--- config.mk ---
export PLATFORM = sky130hd
export DESIGN_NAME = fc_bias_add_ctrl
export DESIGN_NICKNAME = d
export VERILOG_FILES = /design/src/rtl/fc_pkg.sv /design/src/rtl/fc_requant_sat.sv /design/src/rtl/fc_bias_add_ctrl.sv
export SDC_FILE = /design/constraint.sdc
export NUM_CORES = 1
export LEC_CHECK = 0
export CAP_MARGIN = 15
export CORE_MARGIN = 3
export CORE_UTILIZATION = 51
export DETAILED_ROUTE_END_ITERATION = 16
export PLACE_DENSITY_LB_ADDON = 0.12
export SYNTH_ARGS = -nofsm -noshare
export SYNTH_HDL_FRONTEND = slang
export SYNTH_HIERARCHICAL = 1
export SYNTH_SLANG_ARGS = --single-unit
--- constraint.sdc ---
create_clock -name clk -period 4.5 [get_ports clk]
set_clock_uncertainty 0.2 [all_clocks]
set_input_delay 0.45 -clock clk [delete_from_list [all_inputs] [get_ports clk]]
set_output_delay 0.45 -clock clk [all_outputs]
set_load 0.05 [all_outputs]
--- src/rtl/fc_pkg.sv ---
`default_nettype none
// ============================================================================
// Package : fc_pkg
// Brief   : Shared FC-head types and the bias add / requantize / saturate helper.
// Revision: 1.0 - initial release
// ============================================================================
package fc_pkg;

    localparam logic [1:0] c_ST_IDLE     = 2'd0;
    localparam logic [1:0] c_ST_PREFETCH = 2'd1;
    localparam logic [1:0] c_ST_RUN      = 2'd2;
    localparam logic [1:0] c_ST_DRAIN    = 2'd3;

    typedef enum logic [1:0] {
        IDLE     = c_ST_IDLE,
        PREFETCH = c_ST_PREFETCH,
        RUN      = c_ST_RUN,
        DRAIN    = c_ST_DRAIN
    } fc_bias_state_e;

    typedef struct packed {
        logic [31:0] value;
        logic        sat;
    } sat_requant_t;

    // 64-bit working width is wide enough that the add can never wrap for
    // accumulators up to 62 bits and outputs up to 32 bits.
    function automatic sat_requant_t sat_requant(
        input logic signed [63:0] acc,
        input logic signed [31:0] bias,
        input int                 frac_bits,
        input int                 data_width
    );
        logic signed [63:0] bias_ext;
        logic signed [63:0] sum;
        logic signed [63:0] q;
        logic signed [63:0] max_v;
        logic signed [63:0] min_v;
        sat_requant_t       res;
        bias_ext  = bias;
        sum       = acc + (bias_ext <<< frac_bits);
        q         = sum >>> frac_bits;
        max_v     = (64'sd1 <<< (data_width - 1)) - 64'sd1;
        min_v     = -(64'sd1 <<< (data_width - 1));
        res.value = q[31:0];
        res.sat   = 1'b0;
        if (q > max_v) begin
            res.value = max_v[31:0];
            res.sat   = 1'b1;
        end else if (q < min_v) begin
            res.value = min_v[31:0];
            res.sat   = 1'b1;
        end
        return res;
    endfunction

endpackage
`default_nettype wire

--- src/rtl/fc_requant_sat.sv ---
`default_nettype none
// ============================================================================
// Module  : fc_requant_sat
// Brief   : Combinational bias add, requantize, saturate and optional ReLU.
// Revision: 1.0 - initial release
// ============================================================================
module fc_requant_sat
    import fc_pkg::*;
#(
    parameter int DATA_WIDTH = 16,
    parameter int ACC_WIDTH  = 40,
    parameter int FRAC_BITS  = 8,
    parameter int APPLY_RELU = 0
) (
    input  logic [ACC_WIDTH-1:0]  i_acc,
    input  logic [DATA_WIDTH-1:0] i_bias,
    output logic [DATA_WIDTH-1:0] o_data,
    output logic                  o_sat
);

    logic signed [63:0]      w_acc_ext;
    logic signed [31:0]      w_bias_ext;
    sat_requant_t            w_res;
    logic [DATA_WIDTH-1:0]   w_clamped;
    logic [31:0]             w_unused_value;

    assign w_acc_ext      = {{(64 - ACC_WIDTH){i_acc[ACC_WIDTH-1]}}, i_acc};
    assign w_bias_ext     = {{(32 - DATA_WIDTH){i_bias[DATA_WIDTH-1]}}, i_bias};
    assign w_res          = sat_requant(w_acc_ext, w_bias_ext, FRAC_BITS, DATA_WIDTH);
    assign w_clamped      = w_res.value[DATA_WIDTH-1:0];
    assign w_unused_value = w_res.value;
    assign o_sat          = w_res.sat;

    // ReLU acts after saturation, so a negative clamp still reports saturation.
    generate
        if (APPLY_RELU != 0) begin : g_relu
            assign o_data = w_clamped[DATA_WIDTH-1] ? '0 : w_clamped;
        end else begin : g_no_relu
            assign o_data = w_clamped;
        end
    endgenerate

endmodule
`default_nettype wire

--- src/rtl/fc_bias_add_ctrl.sv ---
`default_nettype none
// ============================================================================
// Module  : fc_bias_add_ctrl
// Brief   : Sequences one FC bias pass: bias fetch, add, requantize, stream out.
// Revision: 1.0 - initial release
// ============================================================================
module fc_bias_add_ctrl
    import fc_pkg::*;
#(
    parameter int DATA_WIDTH = 16,
    parameter int ACC_WIDTH  = 40,
    parameter int FRAC_BITS  = 8,
    parameter int OUT_DIM    = 100,
    parameter int APPLY_RELU = 0
) (
    input  logic                       clk,
    input  logic                       rst,
    input  logic                       start,
    output logic                       busy,
    output logic                       done,
    output logic                       sat_flag,
    output logic                       bias_rd_en,
    output logic [$clog2(OUT_DIM)-1:0] bias_rd_addr,
    input  logic [DATA_WIDTH-1:0]      bias_rd_data,
    input  logic                       acc_valid,
    output logic                       acc_ready,
    input  logic [ACC_WIDTH-1:0]       acc_data,
    output logic                       out_valid,
    input  logic                       out_ready,
    output logic [DATA_WIDTH-1:0]      out_data
);

    localparam int                  c_ADDR_W   = $clog2(OUT_DIM);
    localparam logic [c_ADDR_W-1:0] c_LAST_IDX = c_ADDR_W'(OUT_DIM - 1);

    fc_bias_state_e          r_state;
    fc_bias_state_e          w_state_next;
    logic [c_ADDR_W-1:0]     r_idx;
    logic                    r_out_valid;
    logic [DATA_WIDTH-1:0]   r_out_data;
    logic                    r_sat_flag;

    logic                    w_acc_ready;
    logic                    w_accept;
    logic                    w_last;
    logic                    w_start_ok;
    logic                    w_done;
    logic                    w_bias_rd_en;
    logic [c_ADDR_W-1:0]     w_bias_rd_addr;
    logic [DATA_WIDTH-1:0]   w_q;
    logic                    w_q_sat;

    assign w_acc_ready = (r_state == RUN) && (!r_out_valid || out_ready);
    assign w_accept    = acc_valid && w_acc_ready;
    assign w_last      = (r_idx == c_LAST_IDX);
    assign w_start_ok  = (r_state == IDLE) && start;
    assign w_done      = (r_state == DRAIN) && r_out_valid && out_ready;

    fc_requant_sat #(
        .DATA_WIDTH (DATA_WIDTH),
        .ACC_WIDTH  (ACC_WIDTH),
        .FRAC_BITS  (FRAC_BITS),
        .APPLY_RELU (APPLY_RELU)
    ) u_requant_sat (
        .i_acc  (acc_data),
        .i_bias (bias_rd_data),
        .o_data (w_q),
        .o_sat  (w_q_sat)
    );

    // Reads are issued in the same cycle as the accept so that the next bias
    // is already on bias_rd_data when the following word can be accepted.
    always_comb begin
        w_state_next   = r_state;
        w_bias_rd_en   = 1'b0;
        w_bias_rd_addr = '0;
        case (r_state)
            IDLE: begin
                if (start) begin
                    w_state_next = PREFETCH;
                    w_bias_rd_en = 1'b1;
                end
            end
            PREFETCH: begin
                w_state_next = RUN;
            end
            RUN: begin
                if (w_accept) begin
                    if (w_last) begin
                        w_state_next = DRAIN;
                    end else begin
                        w_bias_rd_en   = 1'b1;
                        w_bias_rd_addr = r_idx + 1'b1;
                    end
                end
            end
            DRAIN: begin
                if (w_done) begin
                    w_state_next = IDLE;
                end
            end
            default: begin
                w_state_next = IDLE;
            end
        endcase
    end

    always_ff @(posedge clk) begin
        if (rst) begin
            r_state     <= IDLE;
            r_idx       <= '0;
            r_out_valid <= 1'b0;
            r_out_data  <= '0;
            r_sat_flag  <= 1'b0;
        end else begin
            r_state <= w_state_next;
            if (w_start_ok) begin
                r_idx      <= '0;
                r_sat_flag <= 1'b0;
            end else if (w_accept) begin
                r_idx <= w_last ? '0 : r_idx + 1'b1;
                if (w_q_sat) begin
                    r_sat_flag <= 1'b1;
                end
            end
            if (w_accept) begin
                r_out_valid <= 1'b1;
                r_out_data  <= w_q;
            end else if (out_ready) begin
                r_out_valid <= 1'b0;
            end
        end
    end

    assign busy         = (r_state != IDLE);
    assign done         = w_done;
    assign sat_flag     = r_sat_flag;
    assign bias_rd_en   = w_bias_rd_en;
    assign bias_rd_addr = w_bias_rd_addr;
    assign acc_ready    = w_acc_ready;
    assign out_valid    = r_out_valid;
    assign out_data     = r_out_data;

endmodule
`default_nettype wire

==> results of run 1 <==
[layer usage]
layer	vias up	share of wire [%]	GRT usage [%]
li1	2054	-	-
met4	0	1.8	4.65
met2	109	49	42.1
met1	1883	45	30.4
met5	-	0	0
met3	16	4.5	2.57
[per-stage QoR]
step	area [sq um]	setup WS, ps	TNS [ps]
floorplan	3700	808	0
global placement	4700	105	0
global route	4750	10.7	0
finish	4750	218	0
detailed placement	4700	-3.53	-3.53
CTS	4750	254	0
[placed cells by master (no fill, tap or decap), types with 12 or more instances in the layout]
master	synthesis	routed
sky130_fd_sc_hd__buf_4	2	24
sky130_fd_sc_hd__xnor2_1	13	13
sky130_fd_sc_hd__nor2_1	32	32
sky130_fd_sc_hd__ha_1	37	37
sky130_fd_sc_hd__inv_1	17	17
sky130_fd_sc_hd__a21oi_1	55	55
sky130_fd_sc_hd__nand3_1	12	12
sky130_fd_sc_hd__nand2_1	74	74
sky130_fd_sc_hd__o21ai_0	14	14
sky130_fd_sc_hd__clkdlybuf4s50_1	0	81
sky130_fd_sc_hd__dfxtp_1	27	27
[worst paths after layout]
check | depth (start not counted) | slack [ps] | end | start
max | 16 | 220 | out_data[3] | acc_data[8]
min | 2 | 260 | out_data[15] | out_data[15]
max reg2reg | 5 | 2080 | r_idx[6] | r_state[0]
min reg2reg | 2 | 260 | out_data[15] | out_data[15]
[worst register-to-register path, stage by stage (launching register included)]
cell and delay (ps):
sky130_fd_sc_hd__dfxtp_1 330, sky130_fd_sc_hd__inv_1 130, sky130_fd_sc_hd__ha_1 260, sky130_fd_sc_hd__nand3_1 610, sky130_fd_sc_hd__or4_1 730, sky130_fd_sc_hd__o31ai_1 80
[kinds of logic (layout without fill, tap and decap cells)]
kind of cell	count (synthesis)	in the layout	share of synthesized area (%)
AOI/OAI and AO/OA	175	175	33.5
adders and majority gates	38	38	13.0
and+or+nand+nor	201	201	28.0
muxes	1	1	0.270
buffers and inverters	39	126	4.87
xor gates and xnor gates	24	24	5.68
DFF	27	27	14.6
[state kept, by name, summed over array words and instances (netlist names)]
signal     flops
r_idx          7
out_valid      1
sat_flag       1
out_data      16
r_state        2
[area by class of cell]
| class | count | area, sq um |
|---|---|---|
| Fill cell | 637 | 2160 |
| Tap cell | 96 | 120 |
| Inverter | 17 | 63.8 |
| Clock buffer | 3 | 41.3 |
| Multi-Input combinational cell | 439 | 2980 |
| Timing Repair Buffer | 105 | 991 |
| Sequential cell | 27 | 541 |
| Clock inverter | 1 | 7.51 |
[power groups by stage]
stage / clock, mW / sequential [mW] / combinational [mW]
after floorplan: 0 / 0.341 / 0.451
after global placement: 0 / 0.283 / 0.710
after detailed placement: 0 / 0.285 / 0.727
after CTS: 0.141 / 0.279 / 0.730
after global routing: 0.152 / 0.281 / 0.797
final: 0.140 / 0.279 / 0.732
==> metrics.md, run 1 <==
| Metric | Value |
|---|---|
| RSZ-0062 raised after global routing | no |
| Number of nets at the end of the flow | 692 |
| DR WL/cell | ~15 um |
| Required time reported for the critical path endpoint | 4490 ps |
| Number of inserted diodes | 0 |
| Portion of total power attributed to sequential cells | 24.2% |
| Signed area change from the synthesized netlist to the final layout | 28.2% |
| Number of enable flip-flop cells after synthesis | 0 |
| Violation count after the first detailed-routing iteration | 137 |
| Combined global-route utilization of all metal layers | 23.5% |
| Data arrival time at the worst-slack endpoint | between 4000 and 5000 ps |
| CTS sink cnt | 27 |
| Worst path bufs/invs | 2 |
| Result of the run | finished clean |
| Cell types with the largest area share after synthesis | sky130_fd_sc_hd__dfxtp_1 (15%), sky130_fd_sc_hd__ha_1 (13%), sky130_fd_sc_hd__nand2_1 (7.5%) |
| Startpoint kind of the worst setup timing path | input pin |
| Hold Violations, Final | 0 |
| Largest net degree at the start of global routing | 23 |
| Timing-limited maximum frequency | 234 MHz |
| Number of maximum-capacitance violations | 0 |
| Type of the most critical hold path | reg2reg |
| First-pass detailed-route iteration total | 4 |
| Start-to-end type of the worst setup path | in2reg |
| Post-layout util | around 69% |
| Pwr per Cell Area | around 240 mW/mm^2 |
| Part of the power in combinational logic | around 64% |
| Fraction of the yosys area taken by sequential cells | roughly 15% |
| Chip Width | 91.2 um |
| Clock Root Buffer | sky130_fd_sc_hd__clkbuf_8 |
| Post-synthesis cell type with the largest combined area | sky130_fd_sc_hd__dfxtp_1 |
| Smallest hold slack | 260 ps |
| Post-DP HPWL | 8260 um |
| YS warnings | 6 |
| Post-synth top cells | sky130_fd_sc_hd__nand2_1 (74), sky130_fd_sc_hd__a21oi_1 (55), sky130_fd_sc_hd__ha_1 (37) |
| Number of clock buffers inserted by TritonCTS | 3 |
| Initial antenna violation count | 0 |
| Hold_buf cts | 0 |
| Slew @ Worst Pin | roughly 830 ps |
| Area of the die | a little over 0.008 sq mm |
| Routed vias | 4,062 |
| Cell internal power dissipation | 0.626 mW |
| Total I/O pin count | 90 |
| Leakage power figure | roughly 1.9 nW |
| Endpoints failing setup | 0 |
| Slew HR | 44.2% |
| Syn avg cell area | 7.33 sq um |
| Largest buffer count on any clock path | 2 |
| Peak per-stage delay on the critical path | ~480 ps |
| Share of layout cells above drive strength 1 | between 10% and 20% |
| Clock slew seen by the registers of the worst setup and hold paths | around 80 ps |
| Largest fanout on the critical path | 6 |
| Period utilisation layout | 95.2% |
| Buffers inserted during post-CTS setup optimization | 0 |
| Y dimension of the die | around 91 um |
| Dominant delay contributor by cell family on the critical path | simple AND/OR/NAND/NOR gates |
| ANT nets after route | 0 |
| Synthesized instance count | 505 |
| Most prevalent standard cell on the critical path | sky130_fd_sc_hd__a21oi_1 |
| Ys async rst share | 0% |
| Number of distinct standard cells referenced by the synthesized netlist | between 70 and 80 |
| Sw Share | 45.6% |
| Total Power Consumption | 1.15 mW |
| Placed Cells | around 700 |
| Quantity of I/O buffers inserted on ports | between 80 and 90 |
| GPL Wtd Cong | 0.992 |
| Routed WL | 10,000 um |
| Depth of the CTS H-tree | 1 |
| CP Cell Sequence | clkdlybuf4s50_1, ha_1, inv_1, fa_1, nand2b_1, a21oi_1, o21ai_2, o211ai_1, xor2_1, o211a_1, nand4bb_1, or4b_1, or4_1, o22ai_1, nand2_1, a21oi_1 |
| Clock Latency Late Sink | ~280 ps |
| Share of power burned in the clock network | 12.2% |
| Cell with the biggest individual delay on the critical path | sky130_fd_sc_hd__or4b_1 |
| Number of nets produced by synthesis | between 600 and 700 |
| Row count | 30 |
| Post-synth top area share | between 10% and 20% |
| Mapped cell area | 0.00370 sq mm |
| Vias in the first global route | 3,676 |
| Grt total ovfl | 0 |
| Via density per instance | just under 6 |
| First-pass GRT wire length | 16,800 um |
| Effective utilization at floorplan | 53.6% |
| Final std cells w/o fill | a little under 700 |
| Main synth FF type | sky130_fd_sc_hd__dfxtp_1 |
| Worst vdd ir | between 0.0001 and 0.00015 V |
| Residual DRC count | 0 |
| Psw | 0.525 mW |
| Most repeated cell in the gate-level netlist after synthesis | sky130_fd_sc_hd__nand2_1 |
| CP Capture Type | flip-flop |
| Final number of max-transition violations | 0 |
| Area of the core | about 0.007 sq mm |
| Final Critical Period | 4280 ps |
| Clock tree from TritonCTS | yes |
| Register bit total from synthesis | 27 |
| Resized Gates After CTS | 0 |
Power figures use the tool's default switching activity.
==> run 2: changes to the inputs <==
Settings changed: CORE_UTILIZATION 51 to 55, SETUP_SLACK_MARGIN from default to 0.3.
Clock period 4.5 ns to 5.3 ns, I/O delays scaled along.
==> metrics.md, run 2 (synthesized netlist as in run 1, its figures left out) <==
| Metric | Value |
|---|---|
| Area of the die | 0.00775 sq mm (was 0.00832 sq mm) |
| Largest net degree at the start of global routing | 28 (was 23) |
| Routed WL | 9850 um (was 10,000 um) |
| Largest fanout on the critical path | 17 (was 6) |
| Post-DP HPWL | 8000 um (was 8260 um) |
| Accumulated negative setup slack | 0 ps (unchanged) |
| Most common library cell in the layout ignoring fill and taps | sky130_fd_sc_hd__clkdlybuf4s50_1 (unchanged) |
| Setup ws final | 845 ps (was 218 ps) |
| Buffers inserted during post-CTS setup optimization | 0 (unchanged) |
| Initial antenna violation count | 0 (unchanged) |
| ANT nets after route | 0 (unchanged) |
| Total I/O pin count | 90 (unchanged) |
| Max FFs per register | 16 (unchanged) |
| Required time reported for the critical path endpoint | 5230 ps (was 4490 ps) |
| Result of the run | finished clean (unchanged) |
| Hold Violations, Final | 0 (unchanged) |
| Effective utilization at floorplan | 57.6% (was 53.6%) |
| Combined global-route utilization of all metal layers | 24.7% (was 23.5%) |
| Final Critical Period | between 4000 and 5000 ps |
| Smallest hold slack | 259 ps (was 260 ps) |
| Pwr per Cell Area | 210 mW/mm^2 (was 243 mW/mm^2) |
| RSZ-0062 raised after global routing | no (unchanged) |
| Signed area change from the synthesized netlist to the final layout | 23.1% (was 28.2%) |
| Depth of the CTS H-tree | 1 (unchanged) |
| Area of the core | 0.00642 sq mm (was 0.00691 sq mm) |
| Start-to-end type of the worst setup path | in2reg (unchanged) |
| CTS sink cnt | 27 (unchanged) |
| Period utilisation layout | 84.1% |
| Post-layout util | 71.0% (was 68.7%) |
| Violation count after the first detailed-routing iteration | 185 (was 137) |
| Leakage power figure | 1.75 nW (was 1.86 nW) |
| Clock Root Buffer | sky130_fd_sc_hd__clkbuf_8 (unchanged) |
| GPL Wtd Cong | 0.922 (was 0.992) |
| Resized Gates After CTS | 0 (unchanged) |
| Via density per instance | 6.16 (was 5.90) |
| Data arrival time at the worst-slack endpoint | 4390 ps (was 4270 ps) |
| Clock tree from TritonCTS | yes (unchanged) |
| Startpoint kind of the worst setup timing path | input pin (unchanged) |
| First-pass GRT wire length | 15,800 um (was 16,800 um) |
| Chip Width | 88.0 um (was 91.2 um) |
| Final number of max-transition violations | 0 (unchanged) |
| Share of layout cells above drive strength 1 | 7.37% (was 10.8%) |
| Type of the most critical hold path | reg2reg (unchanged) |
| Largest buffer count on any clock path | 2 (unchanged) |
| Number of inserted diodes | 0 (unchanged) |
| Timing-limited maximum frequency | 224 MHz |
| Total Power Consumption | 0.958 mW (was 1.15 mW) |
| Number of clock buffers inserted by TritonCTS | 3 (unchanged) |
| Vias in the first global route | 3,607 (was 3,676) |
| DR WL/cell | 15.2 um (was 14.6 um) |
| CP Capture Type | flip-flop (unchanged) |
| Row count | 29 (was 30) |
| Routed vias | 3,984 (was 4,062) |
| Hold_buf cts | 0 (unchanged) |
| Pre-CTS worst setup slack | 621 ps (was -3.53 ps) |
| Clock slew seen by the registers of the worst setup and hold paths | 100 ps (was 80 ps) |
| First-pass detailed-route iteration total | 5 (was 4) |
| Worst vdd ir | 0.000101 V (was 0.000137 V) |
| Residual DRC count | 0 (unchanged) |
| Y dimension of the die | 88.0 um (was 91.2 um) |
| Number of maximum-capacitance violations | 0 (unchanged) |
| Clock Latency Late Sink | 270 ps (was 280 ps) |
| Quantity of I/O buffers inserted on ports | 81 (unchanged) |
| Slew HR | 44.5% (was 44.2%) |
| Commonest cells after routing, fill and taps aside | sky130_fd_sc_hd__clkdlybuf4s50_1 (81), sky130_fd_sc_hd__nand2_1 (74), sky130_fd_sc_hd__a21oi_1 (55), sky130_fd_sc_hd__ha_1 (37), sky130_fd_sc_hd__nor2_1 (32) (unchanged) |
| Grt total ovfl | 0 (unchanged) |
| Endpoints failing setup | 0 (unchanged) |
| Slew @ Worst Pin | 830 ps (was 834 ps) |
| Number of nets at the end of the flow | 670 (was 692) |
==> run 2: worst paths after layout <==
check / start / endpoint / slack (ps) / depth (start not counted)
max reg2reg: r_state[0] / r_idx[6] / 2900 / 5
min: out_data[2] / out_data[2] / 260 / 2
max: bias_rd_data[15] / out_data[6] / 850 / 15
min reg2reg: out_data[2] / out_data[2] / 260 / 2
==> run 2: worst max-delay path: stages <==
cell and delay, ps:
sky130_fd_sc_hd__clkdlybuf4s50_1 450, sky130_fd_sc_hd__buf_4 220, sky130_fd_sc_hd__ha_1 350, sky130_fd_sc_hd__a21oi_1 280, sky130_fd_sc_hd__o211ai_1 180, sky130_fd_sc_hd__a221o_1 410, sky130_fd_sc_hd__nor2_2 150, sky130_fd_sc_hd__nor4b_1 340
sky130_fd_sc_hd__or3_1 220, sky130_fd_sc_hd__and4_1 200, sky130_fd_sc_hd__nand4_1 200, sky130_fd_sc_hd__o21ai_2 450, sky130_fd_sc_hd__a21bo_1 260, sky130_fd_sc_hd__nand2_1 70, sky130_fd_sc_hd__a21oi_1 70
==> run 2: routing by layer <==
| layer | track usage [%] | vias up | part of all wire [%] |
|---|---|---|---|
| met1 | 31.2 | 1826 | 44 |
| li1 | - | 2011 | - |
| met3 | 2.45 | 17 | 5.2 |
| met4 | 4.67 | 0 | 1.5 |
| met2 | 45.5 | 130 | 49 |
| met5 | 0 | - | 0 |
==> run 2: where the power goes <==
group	internal, mW	switching (mW)	leakage (nW)
Sequential	0.223	0.0128	0.218
Clock	0.0534	0.0678	0.0217
Combinational	0.238	0.363	1.51
Total	0.515	0.443	1.75
==> run 2: cell type report <==
class                   instances  area (sq um)
well taps                      77          96.3
clock inverters                 1          7.51
fillers                       552          1870
repair buffers                 83           826
flip-flops and latches         27           541
inverters                      17          63.8
multi-input cells             439          2980
clock buffers                   3          41.3
==> run 2: stage by stage <==
step	cells	instance area [sq um]
final	647	4560
after global routing	647	4560
after CTS	647	4560
after detailed placement	643	4510
after global placement	643	4510
after floorplan	505	3700
